`src/rtl/accelerator_activation_pkg.sv`:
```
// Shared constants for the SiLU activation stage: Q8.8 clamp window and the
// 16-segment piecewise-linear sigmoid table (intercepts and per-segment slopes).
package accelerator_activation_pkg;

    localparam int ACT_DATA_W = 16;

    localparam logic signed [15:0] ACT_CLAMP_LO = -16'sd2048;
    localparam logic signed [15:0] ACT_CLAMP_HI = 16'sd2047;

    // SIG_ICPT[k] = round(256*sigma(k-8)); SIG_SLOPE[k] = round(256*sigma(k-7)) - SIG_ICPT[k]
    localparam logic [8:0] SIG_ICPT [16] = '{
        9'd0,   9'd0,   9'd1,   9'd2,   9'd5,   9'd12,  9'd31,  9'd69,
        9'd128, 9'd187, 9'd225, 9'd244, 9'd251, 9'd254, 9'd255, 9'd256
    };
    localparam logic [8:0] SIG_SLOPE [16] = '{
        9'd0,  9'd1,  9'd1,  9'd3,  9'd7,  9'd19, 9'd38, 9'd59,
        9'd59, 9'd38, 9'd19, 9'd7,  9'd3,  9'd1,  9'd1,  9'd0
    };

    typedef struct packed {
        logic last;
        logic bypass;
    } beat_ctrl_t;

endpackage

```
`src/rtl/silu_lane.sv`:
```
// One lane of the SiLU datapath: S1 range split, S2 sigmoid lookup/interpolation,
// S3 rounded x*s product (or raw x for bypass beats).
module silu_lane
    import accelerator_activation_pkg::*;
(
    input  logic               clk,
    input  logic               rst,
    input  logic [2:0]         stage_en,
    input  logic               bypass,
    input  logic signed [15:0] x,
    output logic signed [15:0] y
);

    logic               lo, hi;
    logic        [11:0] xc, u;
    logic signed [15:0] x1, x2;
    logic        [3:0]  seg1;
    logic        [7:0]  frac1;
    logic               lo1, hi1;
    logic        [8:0]  s_next, s2;
    logic signed [15:0] y_next;

    // Clamped value lies in -2048..2047, so adding 2048 modulo 4096 is the offset index.
    always_comb begin
        lo = (x < ACT_CLAMP_LO);
        hi = (x > ACT_CLAMP_HI);
        if (lo)      xc = 12'h800;
        else if (hi) xc = 12'h7FF;
        else         xc = x[11:0];
        u = xc + 12'h800;
    end

    always_comb begin
        if (lo1)      s_next = 9'd0;
        else if (hi1) s_next = 9'd256;
        else          s_next = SIG_ICPT[seg1] + 9'((17'(SIG_SLOPE[seg1]) * 17'(frac1)) >> 8);
    end

    // s <= 256 keeps |y| <= |x|, so the truncation to 16 bits never overflows.
    always_comb begin
        if (bypass) y_next = x2;
        else        y_next = 16'((26'(x2) * 26'(signed'({1'b0, s2})) + 26'sd128) >>> 8);
    end

    // NOTE: internal datapath registers carry no reset; the stage valids in the top
    // level qualify them. Only y is reset because it is visible on out_data.
    always_ff @(posedge clk) begin
        if (stage_en[0]) begin
            x1    <= x;
            seg1  <= u[11:8];
            frac1 <= u[7:0];
            lo1   <= lo;
            hi1   <= hi;
        end
        if (stage_en[1]) begin
            x2 <= x1;
            s2 <= s_next;
        end
        if (rst)              y <= '0;
        else if (stage_en[2]) y <= y_next;
    end

endmodule

```
`src/rtl/silu_activation_unit.sv`:
```
// Streaming SiLU stage: LANES parallel silu_lane datapaths behind a three-stage
// valid/ready pipeline with collapsing bubbles and an output beat counter.
module silu_activation_unit
    import accelerator_activation_pkg::*;
#(
    parameter int LANES  = 8,
    parameter int DATA_W = 16
) (
    input  logic                    clk,
    input  logic                    rst,
    input  logic                    in_valid,
    output logic                    in_ready,
    input  logic [LANES*DATA_W-1:0] in_data,
    input  logic                    in_last,
    input  logic                    in_bypass,
    output logic                    out_valid,
    input  logic                    out_ready,
    output logic [LANES*DATA_W-1:0] out_data,
    output logic                    out_last,
    output logic [31:0]             beat_cnt
);

    if (DATA_W != ACT_DATA_W) begin : g_width_check
        $error("silu_activation_unit: DATA_W must be 16 (signed Q8.8)");
    end

    logic       v1, v2;
    logic       ld1, ld2, ld3, fire;
    logic [2:0] stage_en;
    beat_ctrl_t ctrl1, ctrl2;

    // Each stage loads when empty or when the stage after it loads.
    always_comb begin
        ld3      = out_ready | ~out_valid;
        ld2      = ~v2 | ld3;
        ld1      = ~v1 | ld2;
        in_ready = ld1;
        stage_en = {ld3 & v2, ld2 & v1, ld1 & in_valid};
        fire     = out_valid & out_ready;
    end

    always_ff @(posedge clk) begin
        if (rst) begin
            v1        <= 1'b0;
            v2        <= 1'b0;
            out_valid <= 1'b0;
            out_last  <= 1'b0;
            beat_cnt  <= '0;
        end else begin
            if (ld1) v1        <= in_valid;
            if (ld2) v2        <= v1;
            if (ld3) out_valid <= v2;
            if (stage_en[2]) out_last <= ctrl2.last;
            beat_cnt <= beat_cnt + 32'(fire);
        end
        if (stage_en[0]) ctrl1 <= '{last: in_last, bypass: in_bypass};
        if (stage_en[1]) ctrl2 <= ctrl1;
    end

    for (genvar i = 0; i < LANES; i++) begin : g_lane
        silu_lane u_lane (
            .clk      (clk),
            .rst      (rst),
            .stage_en (stage_en),
            .bypass   (ctrl2.bypass),
            .x        (in_data[i*DATA_W +: DATA_W]),
            .y        (out_data[i*DATA_W +: DATA_W])
        );
    end

endmodule

```
`config.mk`:
```
export PLATFORM = sky130hd
export DESIGN_NAME = silu_activation_unit
export DESIGN_NICKNAME = d
export VERILOG_FILES = /design/src/rtl/accelerator_activation_pkg.sv /design/src/rtl/silu_lane.sv /design/src/rtl/silu_activation_unit.sv
export SDC_FILE = /design/constraint.sdc
export NUM_CORES = 2
export LEC_CHECK = 0
export ABC_AREA = 1
export BUFFER_PORTS_ARGS = -buffer_cell sky130_fd_sc_hd__buf_2
export CORE_ASPECT_RATIO = 0.75
export CORE_MARGIN = 2
export CORE_UTILIZATION = 25
export CTS_CLUSTER_DIAMETER = 80
export DETAILED_ROUTE_END_ITERATION = 7
export GPL_ROUTABILITY_DRIVEN = 0
export SYNTH_ARGS = -nofsm -noshare
export SYNTH_HDL_FRONTEND = slang
export SYNTH_HIERARCHICAL = 1
export SYNTH_SLANG_ARGS = --single-unit
```
`constraint.sdc`:
```
create_clock -name clk -period 6.9 [get_ports clk]
set_input_delay 1.035 -clock clk [delete_from_list [all_inputs] [get_ports clk]]
set_output_delay 1.035 -clock clk [all_outputs]
set_load 0.01 [all_outputs]
```
### Word-level counts from Yosys, hierarchy flattened

Memory sizes are Yosys's and may differ from the RTL's.
Cells that the tools add are included.

* add/sub/neg operators: 25
* multiply operators: 16
* magnitude comparators: 24
* mux-type cells: 64
* bitwise operators: 18
* reductions and logical operators: 8

Operators by type and width (count)
* $mux 9: 40
* $add 24x9->24 const B: 8
* $mul 16x10->24: 8
* $mux 12: 16
* $mul 9x8->17: 8
* $gt 16x12->1 const B: 8
* $lt 16x12->1 const B: 8
* $mux 16: 8
* $add 12x12->12 const B: 8
* $add 9x9->9: 8
* $ge 5x5->1 const B: 8
* $not 4->5: 8
* $add 32x1->32: 1
* $reduce_or 2->1: 8
* $and 1x1->1: 4
* $not 1->1: 3
* $or 1x1->1: 3

* register bits after elaboration: 608
* bits in read-only memories: 2304
* input port bits: 134
* output and inout bits: 163
* logic and storage cells: 252
* memories kept: 16

Memories
* (no name shown): depth 16, bits a word 9, read ports 1, clocked after Yosys merged registers in 0, wr ports 0, line silu_lane.sv:36 `else s_next = SIG_ICPT[seg1] + 9'((17'(SIG_SLOPE[seg1]) * 17'(frac1)) >> 8);`
* (no name shown): depth 16, bits a word 9, read ports 1, clocked after Yosys merged registers in 0, wr ports 0, line silu_lane.sv:36
* (no name shown): depth 16, bits a word 9, read ports 1, clocked after Yosys merged registers in 0, wr ports 0, line silu_lane.sv:36
* (no name shown): depth 16, bits a word 9, read ports 1, clocked after Yosys merged registers in 0, wr ports 0, line silu_lane.sv:36
* (no name shown): depth 16, bits a word 9, read ports 1, clocked after Yosys merged registers in 0, wr ports 0, line silu_lane.sv:36
* (no name shown): depth 16, bits a word 9, read ports 1, clocked after Yosys merged registers in 0, wr ports 0, line silu_lane.sv:36
* +10 memories

### Logic depth before layout (Yosys ltp)

* word-level depth: 7
* depth in mapped cells: 38
* mapped depth without buffers: 38

### Hierarchy

The synthesis kept the hierarchy.

By module, submodules not included
* silu_lane at g_lane[4].u_lane ...: times used 2, cells an instance 1311, area an instance 10480.1 um2, sequential area each 1971.9 um2
* silu_lane at g_lane[1].u_lane ...: times used 2, cells an instance 1323, area an instance 10421.2 um2, sequential area each 1971.9 um2
* silu_lane at g_lane[6].u_lane: times used 1, cells an instance 1352, area an instance 10538.9 um2, sequential area each 1971.9 um2
* silu_lane at g_lane[7].u_lane: times used 1, cells an instance 1331, area an instance 10476.3 um2, sequential area each 1971.9 um2
* silu_lane at g_lane[3].u_lane: times used 1, cells an instance 1332, area an instance 10466.3 um2, sequential area each 1971.9 um2
* silu_lane at g_lane[0].u_lane: times used 1, cells an instance 1327, area an instance 10431.3 um2, sequential area each 1971.9 um2
* silu_activation_unit: times used 1, cells an instance 283, area an instance 1979.4 um2, sequential area each 840.8 um2

### Worst setup path before layout

OpenSTA, ideal clock, no wires.

* kind: in2reg
* start: in out_ready
* end: reg ctrl1[0] (netlist bit), enable pin
* library setup time: 0.594 ns
* arrival: 6.087 ns
* required time: 6.306 ns
* setup slack: 0.220 ns
* stages on the path: 6
* buffers on the path: 0
* cell sequence: inv_1 > nand2_1 > nor2_1 > nand2_1 > nand2_1 > inv_1

* cells in the longest elaborated chain, start to end: 4

Ends and longest elaborated chain
* from (decl): line silu_activation_unit.sv:17 `input logic out_ready,`
* $or 1x1->1: line silu_activation_unit.sv:34 `ld3 = out_ready | ~out_valid;`
* $or 1x1->1: line silu_activation_unit.sv:35 `ld2 = ~v2 | ld3;`
* $or 1x1->1: line silu_activation_unit.sv:36 `ld1 = ~v1 | ld2;`
* net in_ready: line silu_activation_unit.sv:12 `output logic in_ready,`
* $and 1x1->1: line silu_activation_unit.sv:38 `stage_en = {ld3 & v2, ld2 & v1, ld1 & in_valid};`
* net stage_en[0]: line silu_activation_unit.sv:29 `logic [2:0] stage_en;`
* to (signal assigned): line silu_activation_unit.sv:56 `if (stage_en[0]) ctrl1 <= '{last: in_last, bypass: in_bypass};`
* to (decl): line silu_activation_unit.sv:30 `beat_ctrl_t ctrl1, ctrl2;`

The timed path passes the listed nets, and every way through them passes these cells.
A chain may end at the register's enable or synchronous reset.

### Worst setup path after layout

* start: reg g_lane[2].u_lane.seg1[0]
* end: reg g_lane[2].u_lane.s2[8], data pin

* cells in the longest elaborated chain, start to end: 7
* elaborated cells on any way between the ends: 10
* classes of those cells: 1 x add/sub; 1 x mul; 5 x mux; 1 x bitwise; 2 x memory

Ends and longest elaborated chain
* from (decl): line silu_lane.sv:17 `logic [3:0] seg1;`
* from (signal assigned): line silu_lane.sv:50 `seg1 <= u[11:8];`
* $not 4->5 (not written as such) *: line silu_lane.sv:36
* $mem_v2 16x9
* $mux 9 (not written as such) (2 in series): line silu_lane.sv:36
* $mul 9x8->17: line silu_lane.sv:36
* $add 9x9->9 *: line silu_lane.sv:36
* $mux 9 *: line silu_lane.sv:35 `else if (hi1) s_next = 9'd256;`
* to (signal assigned): line silu_lane.sv:57 `s2 <= s_next;`
* to (decl): line silu_lane.sv:20 `logic [8:0] s_next, s2;`

Mark *: on every way between the ends. The rest lies on a longest branch, timed or not. The select of a mux whose other input is x is not followed.

==> out/metrics.cfg <==
[yosys]
synth-edff-count=444
syn_area_um2=85700
async_reset_ff_share_pct=0
synth_top_area_share_pct=26.0
synth_warnings=6
yosysSeqAreaShare_pct=19.4
ys_top_cells_by_count=nand2_1 (2540), inv_1 (2508), fa_1 (1112), nor2_1 (1102), ha_1 (937)
yosysTopAreaCell=fa_1
yosysMostFrequentCell=nand2_1
yosys_most_used_dff=edfxtp_1
syn_nets=13076
ys_ff_latch=608
synth.avg_cell_area_um2=7.87
synth_cells=10893
synth_cell_types=72
synthTopCellsByArea=fa_1 (26%), edfxtp_1 (16%), ha_1 (14%), nand2_1 (11%), inv_1 (11%)

[global_routing]
grt_use_total_pct=12.8
grt_max_degree=101
grt_pass1_wl_um=363000
antenna_found_initial=33
grt_overflow=0
grt_pass1_vias=66762

[worst_setup_path]
endpoint_kind=flop
worst_setup_path_start_kind=flop
cp-startpoint=g_lane[2].u_lane/seg1[0]
critPathTopFamily=adder cells
slowest_stage=fa_1
path_max_fanout=7
arrival_ns=7.00
slowest_delay_ns=0.54
critPathRequiredTime_ns=7.47
cpMostUsedCell=inv_1
r2r-start=g_lane[2].u_lane/seg1[0]
path_class=reg2reg
crit_buf_inv=8

[sta]
fmax_mhz=155
slew_viol_final=0
fin_ws_ns=0.468
fin_crit_sh_pct=93.2
tightest_slew_ns=1.22
slew_headroom_pct=18.9
layout_min_cycle_time_ns=6.43
fin_skew_ns=0.0925
hold_viol_final=0
setup_viol=0

[cells_and_area]
fillers=36657
layoutNonFillerInstCount=15553
drive_gt1_share_pct=6.43
final_core_util_pct=27.6
stdcell_area_um2=94400
syn2layout_area_growth_pct=10.2
final_nets=13142

[routing]
avgRoutedWirePerCell_um=14.4
drc_errors=0
first_iter_violations=4847
wl_um=223000
ant_nets=0
vias_per_cell=4.32
first_pass_iters=6
via_count=67208

[placed_design]
post-place-ws_ns=0.463
dpl_cell_area_um2=91600
port-buffer-count=296
placedCellCount=15380
dpl.hpwl_um=183000

[clocking]
worstSkewPairLatency_ns=0.82
htree_levels=3
clk_pin_slew_worst_paths_ns=0.06
clockRootBuffer=clkbuf_16
cts_tree=built
clkSinkCount=608
cts_buffers=80
hold_buffers=0
clock_path_buffers=4

[worst_hold_path]
min_from=g_lane[4].u_lane/x1[7]
hp-class=reg2reg

[power_and_ir_drop]
ir_worst_vdd_v=0.000161
power_density_nw_per_um2=287
leakage_nw=51.4
total_power_mw=27.1

[floorplan]
io_pins=297
coreArea_um2=342000
dieArea_um2=348000
rows=186
fp.dieW_um=680
die_h_um=511
start_util_pct=25.1

[outcome]
status=completed

[flow_run]
drv_cap=0

-- worst paths after layout --
kind	depth (start not counted)	endpoint	slack [ns]
worst max-delay path	31	g_lane[2].u_lane/s2[8]	0.47
worst min register to register	0	g_lane[4].u_lane/x2[7]	0.41
worst max register to register	31	g_lane[2].u_lane/s2[8]	0.47
worst min-delay path	0	g_lane[4].u_lane/x2[7]	0.41
-- cell type report --
class / count / area, um2 / area share [%]
Antenna cell: 22 / 55.1 / 0.0583
Clock buffer: 96 / 2160 / 2.28
Clock inverter: 46 / 553 / 0.586
Inverter: 2549 / 9610 / 10.2
Multi-Input combinational cell: 7385 / 58000 / 61.4
Sequential cell: 608 / 16600 / 17.6
Tap cell: 4512 / 5650 / 5.98
Timing Repair Buffer: 335 / 1820 / 1.93
-- logic make-up (layout without fill, tap and decap cells) --
kind of cell	count (synthesis)	after routing	synth area share, %
AND/OR/NAND/NOR	4258	4258	20.3
other	0	22	0
XOR/XNOR	119	119	1.23
buffers and inverters	2900	3026	13.0
adder cells (fa/ha/maj)	2049	2049	39.7
AO/OA/AOI/OAI	959	959	6.41
flip-flops	608	608	19.4
-- per-stage QoR --
stage          setup TNS (ns)  hold WS [ns]
2_1_floorplan               0         0.400
4_1_cts                     0         0.335
5_1_grt              -0.00400         0.368
3_3_place_gp                0         0.400
3_5_place_dp                0         0.405
6_report                    0         0.413
-- per-layer routing --
layer	share of wire [%]	global-route usage (%)	vias up
li1	-	-	33110
met1	50	19.3	32077
met2	41	18.8	1801
met3	7.2	2.51	206
met4	2.1	3.05	14
met5	0.035	0	-
-- power breakdown --
group	leakage (nW)	internal [mW]	switching (mW)
Sequential	5.67	4.23	0.468
Clock	1.32	2.54	1.79
Combinational	44.4	6.69	11.4
-- worst register-to-register path: cells and delay by family, from the launching register on --
family / cells / cell delay [ns]
flops: 1 / 0.45
buf+inv: 8 / 0.69
simple gates: 9 / 0.78
compound gates: 6 / 1.12
xor+xnor: 1 / 0.17
fa+ha+maj: 7 / 2.96
-- sequential cells by signal, indices dropped and copies added, names as in the netlist --
register,count
v2,1
v1,1
g_lane.u_lane/seg1,32
g_lane.u_lane/s2,72
beat_cnt,32
g_lane.u_lane/x1,128
out_valid,1
g_lane.u_lane/lo1,8
g_lane.u_lane/y,128
ctrl2,2
out_last,1
g_lane.u_lane/hi1,8
g_lane.u_lane/frac1,64
g_lane.u_lane/x2,128
ctrl1,2
-- cells in the final DEF, fill, tap and decap left out, types with 31 or more instances in the layout --
cell type  count
nand2_1     2539
inv_1       2503
fa_1        1112
nor2_1      1102
ha_1         937
a21oi_1      507
edfxtp_1     444
nand3_1      311
buf_2        295
o21ai_0      232
dfxtp_1      164
nand2_2       91
xor2_1        84
clkbuf_16     83
nand4_1       49
nor3_1        48
buf_4         36
xnor2_1       33
inv_2         32
a21o_1        31
-- what timing repair did --
item | CTS | global route
resized for setup | 0 | 10
endpoints found under the setup margin | 0 | 8
buffers inserted | 0 | 9
Power figures use the tool's default switching activity.
